--- src/rtl/spi_session_pkg.sv ---
// Shared definitions for the SPI session master: FSM state encoding,
// default frame length and a small sizing helper.
package spi_session_pkg;

   localparam int FRAME_BITS_DEF = 64;

   typedef enum logic [2:0] {
      ST_IDLE,
      ST_SETUP,
      ST_SHIFT,
      ST_HOLD,
      ST_GAP
   } state_e;

   function automatic int max_of3(input int a, input int b, input int c);
      int m;
      m = a;
      if (b > m) m = b;
      if (c > m) m = c;
      return m;
   endfunction

endpackage

--- src/rtl/spi_clk_gen.sv ---
// SPI serial clock divider: toggles sclk_o every CLK_HALF enabled cycles and
// flags the cycle before each rising/falling edge so the master can act on it.
module spi_clk_gen #(
   parameter int CLK_HALF = 5
) (
   input  logic clk_i,
   input  logic rst_i,
   input  logic en_i,
   output logic rise_o,
   output logic fall_o,
   output logic sclk_o
);

   localparam int HC_W = $clog2(CLK_HALF + 1);
   localparam logic [HC_W-1:0] HC_LAST = HC_W'(CLK_HALF - 1);

   logic [HC_W-1:0] hcnt_q, hcnt_d;
   logic            sclk_q, sclk_d;
   logic            tick;

   always_comb begin
      // NOTE: every signal driven here gets a default first so no latch is inferred.
      tick   = en_i && (hcnt_q == HC_LAST);
      rise_o = tick && !sclk_q;
      fall_o = tick && sclk_q;
      hcnt_d = hcnt_q;
      sclk_d = sclk_q;
      if (!en_i) begin
         hcnt_d = '0;
         sclk_d = 1'b0;
      end else if (tick) begin
         hcnt_d = '0;
         sclk_d = !sclk_q;
      end else begin
         hcnt_d = hcnt_q + 1'b1;
      end
   end

   always_ff @(posedge clk_i) begin
      // NOTE: registers use non-blocking assignments so every flop sees pre-edge values.
      if (rst_i) begin
         hcnt_q <= '0;
         sclk_q <= 1'b0;
      end else begin
         hcnt_q <= hcnt_d;
         sclk_q <= sclk_d;
      end
   end

   assign sclk_o = sclk_q;

endmodule

--- src/rtl/spi_session_master.sv ---
// SPI mode-0 session master: one START runs CS setup, FRAME_BITS clock periods,
// CS hold and an inter-session gap. Optional SPI_SESSION_REPEAT_EN adds REPEAT.
module spi_session_master
   import spi_session_pkg::*;
#(
   parameter int FRAME_BITS = FRAME_BITS_DEF,
   parameter int CLK_HALF   = 5,
   parameter int CS_SETUP   = 2,
   parameter int CS_HOLD    = 1,
   parameter int GAP        = 15
) (
   input  logic                  CLK,
   input  logic                  RST,
   input  logic                  START,
   input  logic [FRAME_BITS-1:0] TXDATA,
`ifdef SPI_SESSION_REPEAT_EN
   input  logic [3:0]            REPEAT,
`endif
   output logic                  BUSY,
   output logic                  DONE,
   output logic [FRAME_BITS-1:0] RXDATA,
   output logic                  SPI_CS,
   output logic                  SPI_CLK,
   output logic                  SPI_MOSI,
   input  logic                  SPI_MISO
);

   localparam int BIT_W = $clog2(FRAME_BITS + 1);
   localparam int TMR_W = $clog2(max_of3(CS_SETUP, CS_HOLD, GAP) + 1);

   localparam logic [BIT_W-1:0] BIT_LAST   = BIT_W'(FRAME_BITS - 1);
   localparam logic [TMR_W-1:0] SETUP_LAST = TMR_W'(CS_SETUP - 1);
   localparam logic [TMR_W-1:0] HOLD_LAST  = TMR_W'(CS_HOLD - 1);
   localparam logic [TMR_W-1:0] GAP_LAST   = TMR_W'((GAP > 0) ? GAP - 1 : 0);

   state_e                  state_q, state_d;
   logic [TMR_W-1:0]        tmr_q, tmr_d;
   logic [BIT_W-1:0]        bit_q, bit_d;
   logic [FRAME_BITS-1:0]   tx_q, tx_d;
   logic [FRAME_BITS-1:0]   rx_q, rx_d;
   logic [FRAME_BITS-1:0]   rxdata_q, rxdata_d;
   logic                    cs_q, cs_d;
   logic                    mosi_q, mosi_d;
   logic                    done_q, done_d;
   logic                    session_end;
`ifdef SPI_SESSION_REPEAT_EN
   logic [FRAME_BITS-1:0]   word_q, word_d;
   logic [3:0]              rep_q, rep_d;
`endif

   logic sclk_en, sclk_rise, sclk_fall;

   assign sclk_en = (state_q == ST_SHIFT);

   spi_clk_gen #(
      .CLK_HALF (CLK_HALF)
   ) u_clk_gen (
      .clk_i  (CLK),
      .rst_i  (RST),
      .en_i   (sclk_en),
      .rise_o (sclk_rise),
      .fall_o (sclk_fall),
      .sclk_o (SPI_CLK)
   );

   always_comb begin
      state_d     = state_q;
      tmr_d       = tmr_q;
      bit_d       = bit_q;
      tx_d        = tx_q;
      rx_d        = rx_q;
      rxdata_d    = rxdata_q;
      cs_d        = cs_q;
      mosi_d      = mosi_q;
      done_d      = 1'b0;
      session_end = 1'b0;
`ifdef SPI_SESSION_REPEAT_EN
      word_d      = word_q;
      rep_d       = rep_q;
`endif

      case (state_q)
         ST_IDLE: begin
            if (START) begin
               state_d = ST_SETUP;
               tx_d    = TXDATA;
               mosi_d  = TXDATA[FRAME_BITS-1];
               cs_d    = 1'b0;
               tmr_d   = '0;
`ifdef SPI_SESSION_REPEAT_EN
               word_d  = TXDATA;
               rep_d   = REPEAT;
`endif
            end
         end

         ST_SETUP: begin
            if (tmr_q == SETUP_LAST) begin
               state_d = ST_SHIFT;
               tmr_d   = '0;
               bit_d   = '0;
            end else begin
               tmr_d = tmr_q + 1'b1;
            end
         end

         ST_SHIFT: begin
            // MISO is captured on the rise; MOSI only moves on falls so it is stable at every rise.
            if (sclk_rise) begin
               rx_d = (rx_q << 1) | FRAME_BITS'(SPI_MISO);
            end
            if (sclk_fall) begin
               bit_d = bit_q + 1'b1;
               if (bit_q == BIT_LAST) begin
                  mosi_d  = 1'b0;
                  state_d = ST_HOLD;
                  tmr_d   = '0;
               end else begin
                  tx_d   = tx_q << 1;
                  mosi_d = tx_d[FRAME_BITS-1];
               end
            end
         end

         ST_HOLD: begin
            if (tmr_q == HOLD_LAST) begin
               tmr_d    = '0;
               cs_d     = 1'b1;
               done_d   = 1'b1;
               rxdata_d = rx_q;
               if (GAP == 0) begin
                  state_d     = ST_IDLE;
                  session_end = 1'b1;
               end else begin
                  state_d = ST_GAP;
               end
            end else begin
               tmr_d = tmr_q + 1'b1;
            end
         end

         ST_GAP: begin
            if (tmr_q == GAP_LAST) begin
               tmr_d       = '0;
               state_d     = ST_IDLE;
               session_end = 1'b1;
            end else begin
               tmr_d = tmr_q + 1'b1;
            end
         end

         default: state_d = ST_IDLE;
      endcase

`ifdef SPI_SESSION_REPEAT_EN
      // Restart from the latched word instead of returning to IDLE.
      if (session_end && (rep_q != 4'd0)) begin
         state_d = ST_SETUP;
         tx_d    = word_q;
         mosi_d  = word_q[FRAME_BITS-1];
         cs_d    = 1'b0;
         tmr_d   = '0;
         rep_d   = rep_q - 4'd1;
      end
`endif
   end

   always_ff @(posedge CLK) begin
      if (RST) begin
         state_q  <= ST_IDLE;
         tmr_q    <= '0;
         bit_q    <= '0;
         tx_q     <= '0;
         rx_q     <= '0;
         rxdata_q <= '0;
         cs_q     <= 1'b1;
         mosi_q   <= 1'b0;
         done_q   <= 1'b0;
`ifdef SPI_SESSION_REPEAT_EN
         word_q   <= '0;
         rep_q    <= '0;
`endif
      end else begin
         state_q  <= state_d;
         tmr_q    <= tmr_d;
         bit_q    <= bit_d;
         tx_q     <= tx_d;
         rx_q     <= rx_d;
         rxdata_q <= rxdata_d;
         cs_q     <= cs_d;
         mosi_q   <= mosi_d;
         done_q   <= done_d;
`ifdef SPI_SESSION_REPEAT_EN
         word_q   <= word_d;
         rep_q    <= rep_d;
`endif
      end
   end

   assign BUSY     = (state_q != ST_IDLE);
   assign DONE     = done_q;
   assign RXDATA   = rxdata_q;
   assign SPI_CS   = cs_q;
   assign SPI_MOSI = mosi_q;

endmodule

--- config.mk ---
export PLATFORM = sky130hd
export DESIGN_NAME = spi_session_master
export DESIGN_NICKNAME = d
export VERILOG_FILES = /design/src/rtl/spi_session_pkg.sv /design/src/rtl/spi_clk_gen.sv /design/src/rtl/spi_session_master.sv
export SDC_FILE = /design/constraint.sdc
export NUM_CORES = 1
export LEC_CHECK = 0
export BUFFER_PORTS_ARGS = -buffer_cell sky130_fd_sc_hd__buf_2
export CORE_ASPECT_RATIO = 1.5
export CORE_UTILIZATION = 50
export CTS_BUF_LIST = sky130_fd_sc_hd__clkbuf_4
export CTS_CLUSTER_DIAMETER = 60
export CTS_CLUSTER_SIZE = 16
export DETAILED_ROUTE_END_ITERATION = 8
export GPL_TIMING_DRIVEN = 0
export PLACE_DENSITY = 0.83
export RECOVER_POWER = 100
export SLEW_MARGIN = 20
export SYNTH_ARGS = -nofsm -noshare
export SYNTH_HDL_FRONTEND = slang
export SYNTH_HIERARCHICAL = 1
export SYNTH_SLANG_ARGS = --single-unit
--- constraint.sdc ---
create_clock -name CLK -period 4.7 [get_ports CLK]
set_clock_uncertainty 0.1 [all_clocks]
set_input_delay 0.94 -clock CLK [delete_from_list [all_inputs] [get_ports CLK]]
set_output_delay 0.94 -clock CLK [all_outputs]
set_load 0.1 [all_outputs]
==> results of run 1 <==
==> routing by layer <==
layer  wire length, um  global-route usage [%]  vias to the layer above
li1                  -                       -                     3717
met1              7660                    23.9                     3329
met2              9940                    41.9                      156
met3              1080                    4.60                       31
met4               312                    5.92                        0
met5                 0                       0                        -
==> cell usage in the layout, fill, tap and decap left out, types with 2 or more instances in the layout <==
master and instances:
inv_1 7, or2b_1 3, nand2b_1 8, nor2_1 9, nor3_1 64, o31ai_1 2, a21oi_1 142, nand2_1 268
or3_1 4, o211ai_1 2, clkbuf_4 18, dfxtp_1 212, a211o_1 3, and4_1 2, o21ai_0 5, clkbuf_1 126
mux2i_1 62, nand4_1 2, nor2b_1 4, nand3_1 8, and2_1 2, nor3b_1 2, buf_2 85, a211oi_1 65
or4_1 2, ha_1 7, or3b_1 3, buf_6 5, a21oi_2 2
==> flip-flops by register name (all words and copies together) (netlist names) <==
signal / cells
RXDATA: 64
DONE: 1
rx_q: 64
state_q: 3
tx_q: 63
SPI_CS: 1
u_clk_gen/sclk_o: 1
tmr_q: 4
bit_q: 7
SPI_MOSI: 1
u_clk_gen/hcnt_q: 3
==> cell usage after synthesis, types with 4 or more instances <==
library cell / instances
nor2_1: 9
nand3_1: 8
nand2_1: 268
nor3_1: 64
ha_1: 7
mux2i_1: 62
nand2b_1: 8
buf_6: 5
clkbuf_1: 49
inv_1: 7
buf_2: 25
dfxtp_1: 212
or3_1: 4
a211oi_1: 65
a21oi_1: 141
nor2b_1: 4
==> cell type report <==
class                   count  area (um2)
flip-flops and latches    212        4240
diodes                      1        2.50
inverters                   7        26.3
well taps                 206         258
repair buffers            136         594
multi-input cells         691        3800
clock inverters             2        15.0
clock buffers              18         135
fillers                  1582        6960
plain buffers              80         360
==> per-stage QoR <==
step	worst slack, ns	instances	cell area, um2
2_1_floorplan	2.13	990	8460
3_3_place_gp	1.35	1332	9400
3_5_place_dp	1.30	1332	9400
4_1_cts	1.25	1352	9550
5_1_grt	0.541	1353	9440
6_report	0.852	1353	9440
==> critical path: stages (launching register included) <==
cell and delay [ns]:
dfxtp_1 0.39, buf_2 0.20, nor3b_2 0.31, clkbuf_1 0.63, buf_6 0.27, nand3_1 0.11
nor2_1 0.24, nand4bb_1 0.25, a21oi_2 0.47, or2_1 0.17, buf_2 0.20, buf_2 0.26
a211oi_1 0.12
==> final timing paths <==
path | to | cells past startpoint | start | slack, ns
worst max-delay path | tx_q[29] | 12 | state_q[2] | 0.85
worst min register to register | RXDATA[1] | 2 | rx_q[1] | 0.35
worst min-delay path | RXDATA[1] | 2 | rx_q[1] | 0.35
worst max register to register | tx_q[29] | 12 | state_q[2] | 0.85
==> power by group through the flow <==
stage / registers [uW] / logic, uW / clock network [uW]
floorplan: 1980 / 319 / 0
global placement: 1970 / 433 / 0
detailed placement: 1970 / 444 / 0
CTS: 1930 / 446 / 770
global route: 1950 / 491 / 837
finish: 1930 / 440 / 738
==> logic make-up after synthesis <==
group                    count (synthesis)  synth area share (%)
AND/OR/NAND/NOR                        392                  20.4
AO/OA/AOI/OAI                          229                  16.2
flip-flops                             212                  50.2
buffers and inverters                   87                  4.72
multiplexers                            62                  7.34
adder cells (fa/ha/maj)                  7                  1.04
XOR/XNOR                                 1                 0.104
==> results_dict.tcl, run 1 <==
set metrics [dict create \
    drt-total-wl_mm 19.0 \
    clockPowerShare_pct 23.7 \
    drv_slew 0 \
    syn_nets 1065 \
    core_area_um2 16400 \
    status "complete, no violations" \
    finalSetupViolCount 0 \
    p_int_uw 2250 \
    cts-htree-levels 1 \
    clock_sinks 212 \
    cts-root-buf "clkbuf_4" \
    vdd_ir_drop_max_mv 0.269 \
    synth_warnings 6 \
    postCtsHoldBufs 0 \
    gp_congestion 0.828 \
    hpwl_mm 13.9 \
    pwr-share-comb_pct 14.1 \
    drt_first_pass_iters 5 \
    cts_setup_buffers 0 \
    num_vias 7233 \
    drv_cap 0 \
    clk_pin_slew_ns 0.16 \
    grt_pass1_vias 6969 \
    track_usage_pct 22.0 \
    rsz0062_at_grt "no" \
    die_area_um2 17500 \
    power.total_uw 3110 \
    antenna_found_initial 1 \
    ys_async_sr_fraction_pct 0 \
    grt-ovfl-total 0 \
    drtIter0Drc 289 \
    nets 1220 \
    synth_top_area_cell "dfxtp_1" \
    hold_slack_ns 0.354 \
    netlist_instances 990 \
    hp-class "reg -> reg" \
    ys_seq_area_share_pct 50.2 \
    cp_max_fo 11 \
    die_h_um 161 \
    port-buffer-count 136 \
    numCtsBuffers 17 \
    power_frac_seq_pct 62.2 \
    initial_core_util_pct 51.6 \
    p_switching_uw 867 \
    start_kind "flop" \
    routed_via_density 5.35 \
    finalHoldViolCount 0 \
    cts_tree "built" \
    drive_gt1_share_pct 10.0 \
    period_share_pct 81.9 \
    clk_path_buf_depth 3 \
    clk_latency_ns 0.63 \
    synth.avg_cell_area_um2 8.54 \
    synthTopCellsByArea "dfxtp_1 50%, nand2_1 12%, a21oi_1 8.3%" \
    synth_top_area_share_pct 50.2 \
    die_width_um 108 \
    p_sw_share_pct 27.9 \
    worst_slew_pin_slew_ns 1.23 \
    rows 57 \
    syn2layout_area_growth_pct 11.6 \
    power_density_nw_per_um2 330 \
    slew_headroom_pct 18.6 \
    crit_arrival_ns 4.23 \
    cts-resized-gates 0 \
    fin_crit_ns 3.85 \
    drtAntennaViolNets 0 \
    finish.utilization_pct 57.5 \
    netlist_area_um2 8460 \
    grt_max_degree 17 \
    p_leak_uw 0.00309 \
    ys_types 50 \
    grt_pass1_wl_mm 31.8 \
    synthFlopType "dfxtp_1" \
    wire_per_inst_um 14.0 \
    endpoint_kind "flop" \
    synth-seq-cells 212 \
    setup_tns_ns 0 \
    drc 0 \
    max_freq_mhz 260 \
    path_class "reg -> reg" \
    ios 137 \
    synth_edf_count 0 \
    cp_data_required_time_ns 5.08 \
]
No activity file was read; power rests on OpenSTA's default activity.
==> run 2: changes to the inputs <==
ABC_AREA = 1   (was default)
PLACE_DENSITY = 0.86   (was 0.83)
clock period = 3.45 ns   (was 4.7 ns; I/O delays follow)
==> run 2 against run 1 <==
Synthesized area grew 2.5%. Highest routed layer unchanged. Count of clock-buffer cells in the layout is 1 lower. Critical endpoint is now tx_q[60]. Power rose by 150%. Critical path type unchanged. Clock power grew 44%. Flip-flop and latch count is the same.
==> results_dict.tcl, run 2 <==
set metrics [dict create \
    path_class "reg -> reg" \
    synthMuxAreaShare_pct 0 \
    clockPowerShare_pct 13.6 \
    synth_top_family_by_area "simple AND/OR/NAND/NOR gates" \
    pwr-share-comb_pct 44.8 \
    r2r_slack_ns 0.31 \
    postCtsHoldBufs 0 \
    cts-resized-gates 0 \
    rsz0062_at_grt "no" \
    synth_top_area_cell "dfxtp_1" \
    gp_congestion 0.872 \
    r2r-start "state_q[2]" \
    drv_slew 0 \
    synth_warnings 6 \
    syn_nets 1286 \
    setup_tns_ns 0 \
    rows 58 \
    final_common_cell "nand2_1" \
    grt_pass1_wl_mm 32.9 \
    cpPeakStageDelay_ns 0.40 \
    wire_per_inst_um 12.9 \
    hold_start "SPI_MISO" \
    grt-ovfl-total 0 \
    finish.utilization_pct 57.4 \
    clk_path_buf_depth 3 \
    clk_pin_slew_ns 0.16 \
    grt_max_degree 17 \
    startpoint "state_q[2]" \
    layout_common_cells "293 x nand2_1, 286 x nor2_1, 212 x dfxtp_1" \
    finalHoldViolCount 0 \
    synth.most_common_cell "nand2_1" \
    die_h_um 163 \
    synth-seq-cells 212 \
    cpMostUsedCell "nor2_1" \
    p_switching_uw 3590 \
    clock_sinks 212 \
    ys_seq_area_share_pct 49.0 \
    yosys-top-cells-count "292 x nand2_1, 282 x nor2_1, 212 x dfxtp_1" \
    period_share_pct 90.9 \
    slowest_stage "dfxtp_1" \
    netlist_area_um2 8670 \
    cts_setup_buffers 0 \
    clk_latency_ns 0.60 \
    nets 1441 \
    hp-class "in -> reg" \
    synthTopCellsByArea "dfxtp_1 49%, nand2_1 13%, nor2_1 12%" \
    p_int_uw 4190 \
    slew_headroom_pct 17.7 \
    synth_edf_count 0 \
    ios 137 \
    dpl_cell_area_um2 9610 \
    synth-simple-area-share_pct 31.2 \
    p_leak_uw 0.00429 \
    netlist_instances 1211 \
    routed_via_density 5.08 \
    cts_tree "built" \
    num_vias 8005 \
    p_sw_share_pct 46.2 \
    cts-root-buf "clkbuf_4" \
    max_freq_mhz 319 \
    power_frac_seq_pct 41.7 \
    initial_core_util_pct 51.5 \
    power_density_nw_per_um2 805 \
    regArea_um2 4240 \
    ys_async_sr_fraction_pct 0 \
    numCtsBuffers 17 \
    ys_types 26 \
    synth_compound_area_share_pct 12.2 \
    final_cell_area_um2 9670 \
    drt-total-wl_mm 20.4 \
    start_kind "flop" \
    port-buffer-count 136 \
    die_width_um 109 \
    power.total_uw 7780 \
    finalSetupViolCount 0 \
    drtAntennaViolNets 0 \
    multi_input_area_um2 3860 \
    core_area_um2 16800 \
    drc 0 \
    met2_length_mm 10.4 \
    cp_cell_sequence "nor2_1, nand2_2, inv_2, buf_4, buf_2, nand3_2, nor2_1, inv_1, nand3_1, nand2_1, nor2_4, nand2_4, buf_6, o21ai_0, nor2_1" \
    synth-xor-area-share_pct 0.404 \
    die_area_um2 17900 \
    drt_first_pass_iters 5 \
    worst_slew_pin_slew_ns 1.24 \
    antenna_found_initial 1 \
    cp_data_required_time_ns 3.86 \
    crit_arrival_ns 3.55 \
    synth_top_area_share_pct 49.0 \
    drive_gt1_share_pct 10.2 \
    vdd_ir_drop_max_mv 0.510 \
    drtIter0Drc 404 \
    fin_crit_ns 3.14 \
    highest_layer "met4" \
    met3_length_um 934 \
    wl_met1_mm 8.69 \
    hpwl_mm 14.8 \
    synthAdderAreaFrac_pct 1.01 \
    grt_pass1_vias 7309 \
    cts-htree-levels 1 \
    track_usage_pct 22.5 \
    drv_cap 0 \
    syn2layout_area_growth_pct 11.5 \
    synth.avg_cell_area_um2 7.16 \
    fill_cells 1635 \
    cp_max_fo 11 \
    endpoint_kind "flop" \
    status "complete, no violations" \
    synthFlopType "dfxtp_1" \
]
run 2: path summary, 6_finish.rpt:
check	to	cells past startpoint
worst min register to register	u_clk_gen/hcnt_q[0]	1
worst min-delay path	rx_q[0]	3
worst max register to register	tx_q[60]	15
worst max-delay path	tx_q[60]	15
run 2: area by class of cell:
cell class	count	share of cell area (%)
repair buffers	136	6.15
plain buffers	82	4.60
multi-input cells	894	40.0
clock inverters	2	0.401
inverters	23	0.893
clock buffers	17	1.32
diodes	1	0.0259
well taps	210	2.72
flip-flops and latches	212	43.9
run 2: routing by layer:
metal	up-vias	track usage (%)
li1	4177	-
met1	3623	26.1
met2	174	42.3
met3	31	3.15
met4	0	6.00
met5	-	0
run 2: logic make-up (layout without fill, tap and decap cells):
group                    after synthesis  after routing
adder cells (fa/ha/maj)                7              7
flip-flops                           212            212
buffers and inverters                105            260
XOR/XNOR                               4              4
AND/OR/NAND/NOR                      673            673
AO/OA/AOI/OAI                        210            210
other                                  0              1
run 2: power groups by stage:
stage | registers [uW] | logic [uW] | clock network (uW)
finish | 3240 | 3480 | 1060
global route | 3300 | 3820 | 1180
CTS | 3240 | 3590 | 1100
detailed placement | 3290 | 3580 | 0
global placement | 3270 | 3530 | 0
floorplan | 4220 | 1950 | 0
run 2: worst max-delay path, delay by kind of cell, from the launching register on:
kind / cells / cell delay (ns)
compound gates: 1 / 0.16
simple gates: 9 / 1.47
flops: 1 / 0.40
buf+inv: 5 / 0.89
run 2: per-stage QoR:
step | worst slack [ns] | hold slack (ns) | instances
after floorplan | 1.14 | 0.317 | 1211
after global placement | 0.618 | 0.329 | 1557
after detailed placement | 0.552 | 0.343 | 1557
after CTS | 0.500 | 0.190 | 1576
after global routing | 0.160 | 0.231 | 1577
final | 0.313 | 0.235 | 1577
==> run 3: changes to the inputs <==
PLACE_DENSITY = 0.83   (was 0.86)
clock period = 3.5 ns   (was 3.45 ns; I/O delays follow)
==> run 3 against run 2 <==
Power is 2.4% lower. Non-clock buffer count did not move. Critical endpoint is now tx_q[28]. Global-route usage up 0.11 points.
==> results_dict.tcl, run 3 (same netlist as run 2, synthesis figures left out) <==
set metrics [dict create \
    worstHoldEndpoint "tx_q[0]" \
    max_freq_mhz 322 \
    slew_headroom_pct 18.8 \
    cpPeakStageDelay_ns 0.42 \
    vdd_ir_drop_max_mv 0.488 \
    r2r_slack_ns 0.39 \
    postCtsHoldBufs 0 \
    finish.utilization_pct 57.3 \
    clock_sinks 212 \
    fin_ws_ns 0.395 \
    setup_tns_ns 0 \
    crit_arrival_ns 3.51 \
    clk_pin_slew_ns 0.17 \
    grt_pass1_wl_mm 33.0 \
    rsz0062_at_grt "no" \
    finalSetupViolCount 0 \
    cp_data_required_time_ns 3.91 \
    die_width_um 109 \
    cts-root-buf "clkbuf_4" \
    final_common_cell "nand2_1" \
    drt-total-wl_mm 20.1 \
    r2r-start "state_q[2]" \
    drive_gt1_share_pct 10.0 \
    gp_congestion 0.856 \
    status "complete, no violations" \
    track_usage_pct 22.6 \
    period_share_pct 88.7 \
    grt_max_degree 17 \
    fin_crit_ns 3.11 \
    die_area_um2 17900 \
    finalHoldViolCount 0 \
    numPlacedInstances 1557 \
    numCtsBuffers 17 \
    hold_start "TXDATA[0]" \
    power_density_nw_per_um2 788 \
    hp-class "in -> reg" \
    drc 0 \
    grt-ovfl-total 0 \
    stdcell_count 1576 \
    hpwl_mm 14.4 \
    final_cell_area_um2 9650 \
    cp_max_fo 11 \
    p_leak_uw 0.00428 \
    cp_cell_sequence "nor2_4, nand2_2, inv_1, buf_4, buf_2, nand3_1, nor2_1, inv_1, nand3_1, nand2_1, nor2_4, nand2_4, buf_6, o21ai_0, nor2_1" \
    slowest_stage "dfxtp_1" \
    cts-htree-levels 1 \
    num_vias 8004 \
    hold_depth 3 \
    clk_path_buf_depth 3 \
    cp_num_buf_inv 5 \
    cts_setup_buffers 0 \
    drv_slew 0 \
    layout_common_cells "293 x nand2_1, 285 x nor2_1, 212 x dfxtp_1" \
    dpl_cell_area_um2 9610 \
    cts-resized-gates 0 \
    drtAntennaViolNets 0 \
    start_kind "flop" \
    ios 137 \
    grt_pass1_vias 7343 \
    routed_via_density 5.08 \
    syn2layout_area_growth_pct 11.3 \
    ff2ff_path_depth 15 \
    rows 58 \
    worst_slew_pin_slew_ns 1.22 \
    core_area_um2 16800 \
    drt_first_pass_iters 5 \
    nets 1441 \
    pre_cts_ws_ns 0.652 \
    clk_latency_ns 0.61 \
    port-buffer-count 136 \
    drtIter0Drc 449 \
    initial_core_util_pct 51.5 \
    critPathTopFamily "simple AND/OR/NAND/NOR gates" \
    reg2reg_to "tx_q[28]" \
    path_class "reg -> reg" \
    endpoint_kind "flop" \
    cts_tree "built" \
    antenna_found_initial 1 \
    drv_cap 0 \
    die_h_um 163 \
    wire_per_inst_um 12.7 \
]
run 3: metal layers:
metal	GRT usage (%)	share of wire (%)
met1	26.5	43
met2	42.2	51
met4	6.85	2.1
met5	0	0
met3	2.67	3.8
run 3: cell type report:
class                      count  area (um2)
clock buffer                  17         128
sequential                   212        4240
clock inverter                 1        16.3
fill                        1638        7190
buffer                        82         444
tap                          210         263
antenna                        1        2.50
multi-input combinational    894        3870
inverter                      23        86.3
timing repair buffer         136         594
run 3: worst max path at each step:
stage | startpoint | to | slack [ns] | cells past startpoint
6_report | state_q[2] | tx_q[28] | 0.39 | 15
5_1_grt | state_q[2] | tx_q[5] | 0.15 | 15
4_1_cts | state_q[2] | rx_q[51] | 0.58 | 11
3_3_place_gp | state_q[2] | rx_q[54] | 0.68 | 11
2_1_floorplan | u_clk_gen/sclk_o | tx_q[11] | 1.19 | 10
3_5_place_dp | state_q[2] | rx_q[16] | 0.65 | 11
run 3: worst min-delay path: cells and delay by family:
kind | cells | cell delay (ns)
buffers and inverters | 1 | 0.10
AOI/OAI and AO/OA | 1 | 0.06
and+or+nand+nor | 1 | 0.07
run 3: per-stage QoR:
stage / hold slack (ns) / total power (uW)
finish: 0.245 / 7600
global route: 0.191 / 8120
CTS: 0.194 / 7750
detailed placement: 0.348 / 6780
global placement: 0.330 / 6710
floorplan: 0.317 / 6080
run 3: power by group:
| group | internal (uW) | switching (uW) | total [uW] | leakage (uW) |
|---|---|---|---|---|
| Combinational | 894 | 2530 | 3420 | 0.00247 |
| Clock | 237 | 738 | 976 | 0.0000851 |
| Sequential | 2920 | 273 | 3200 | 0.00173 |
| Total | 4050 | 3540 | 7600 | 0.00428 |
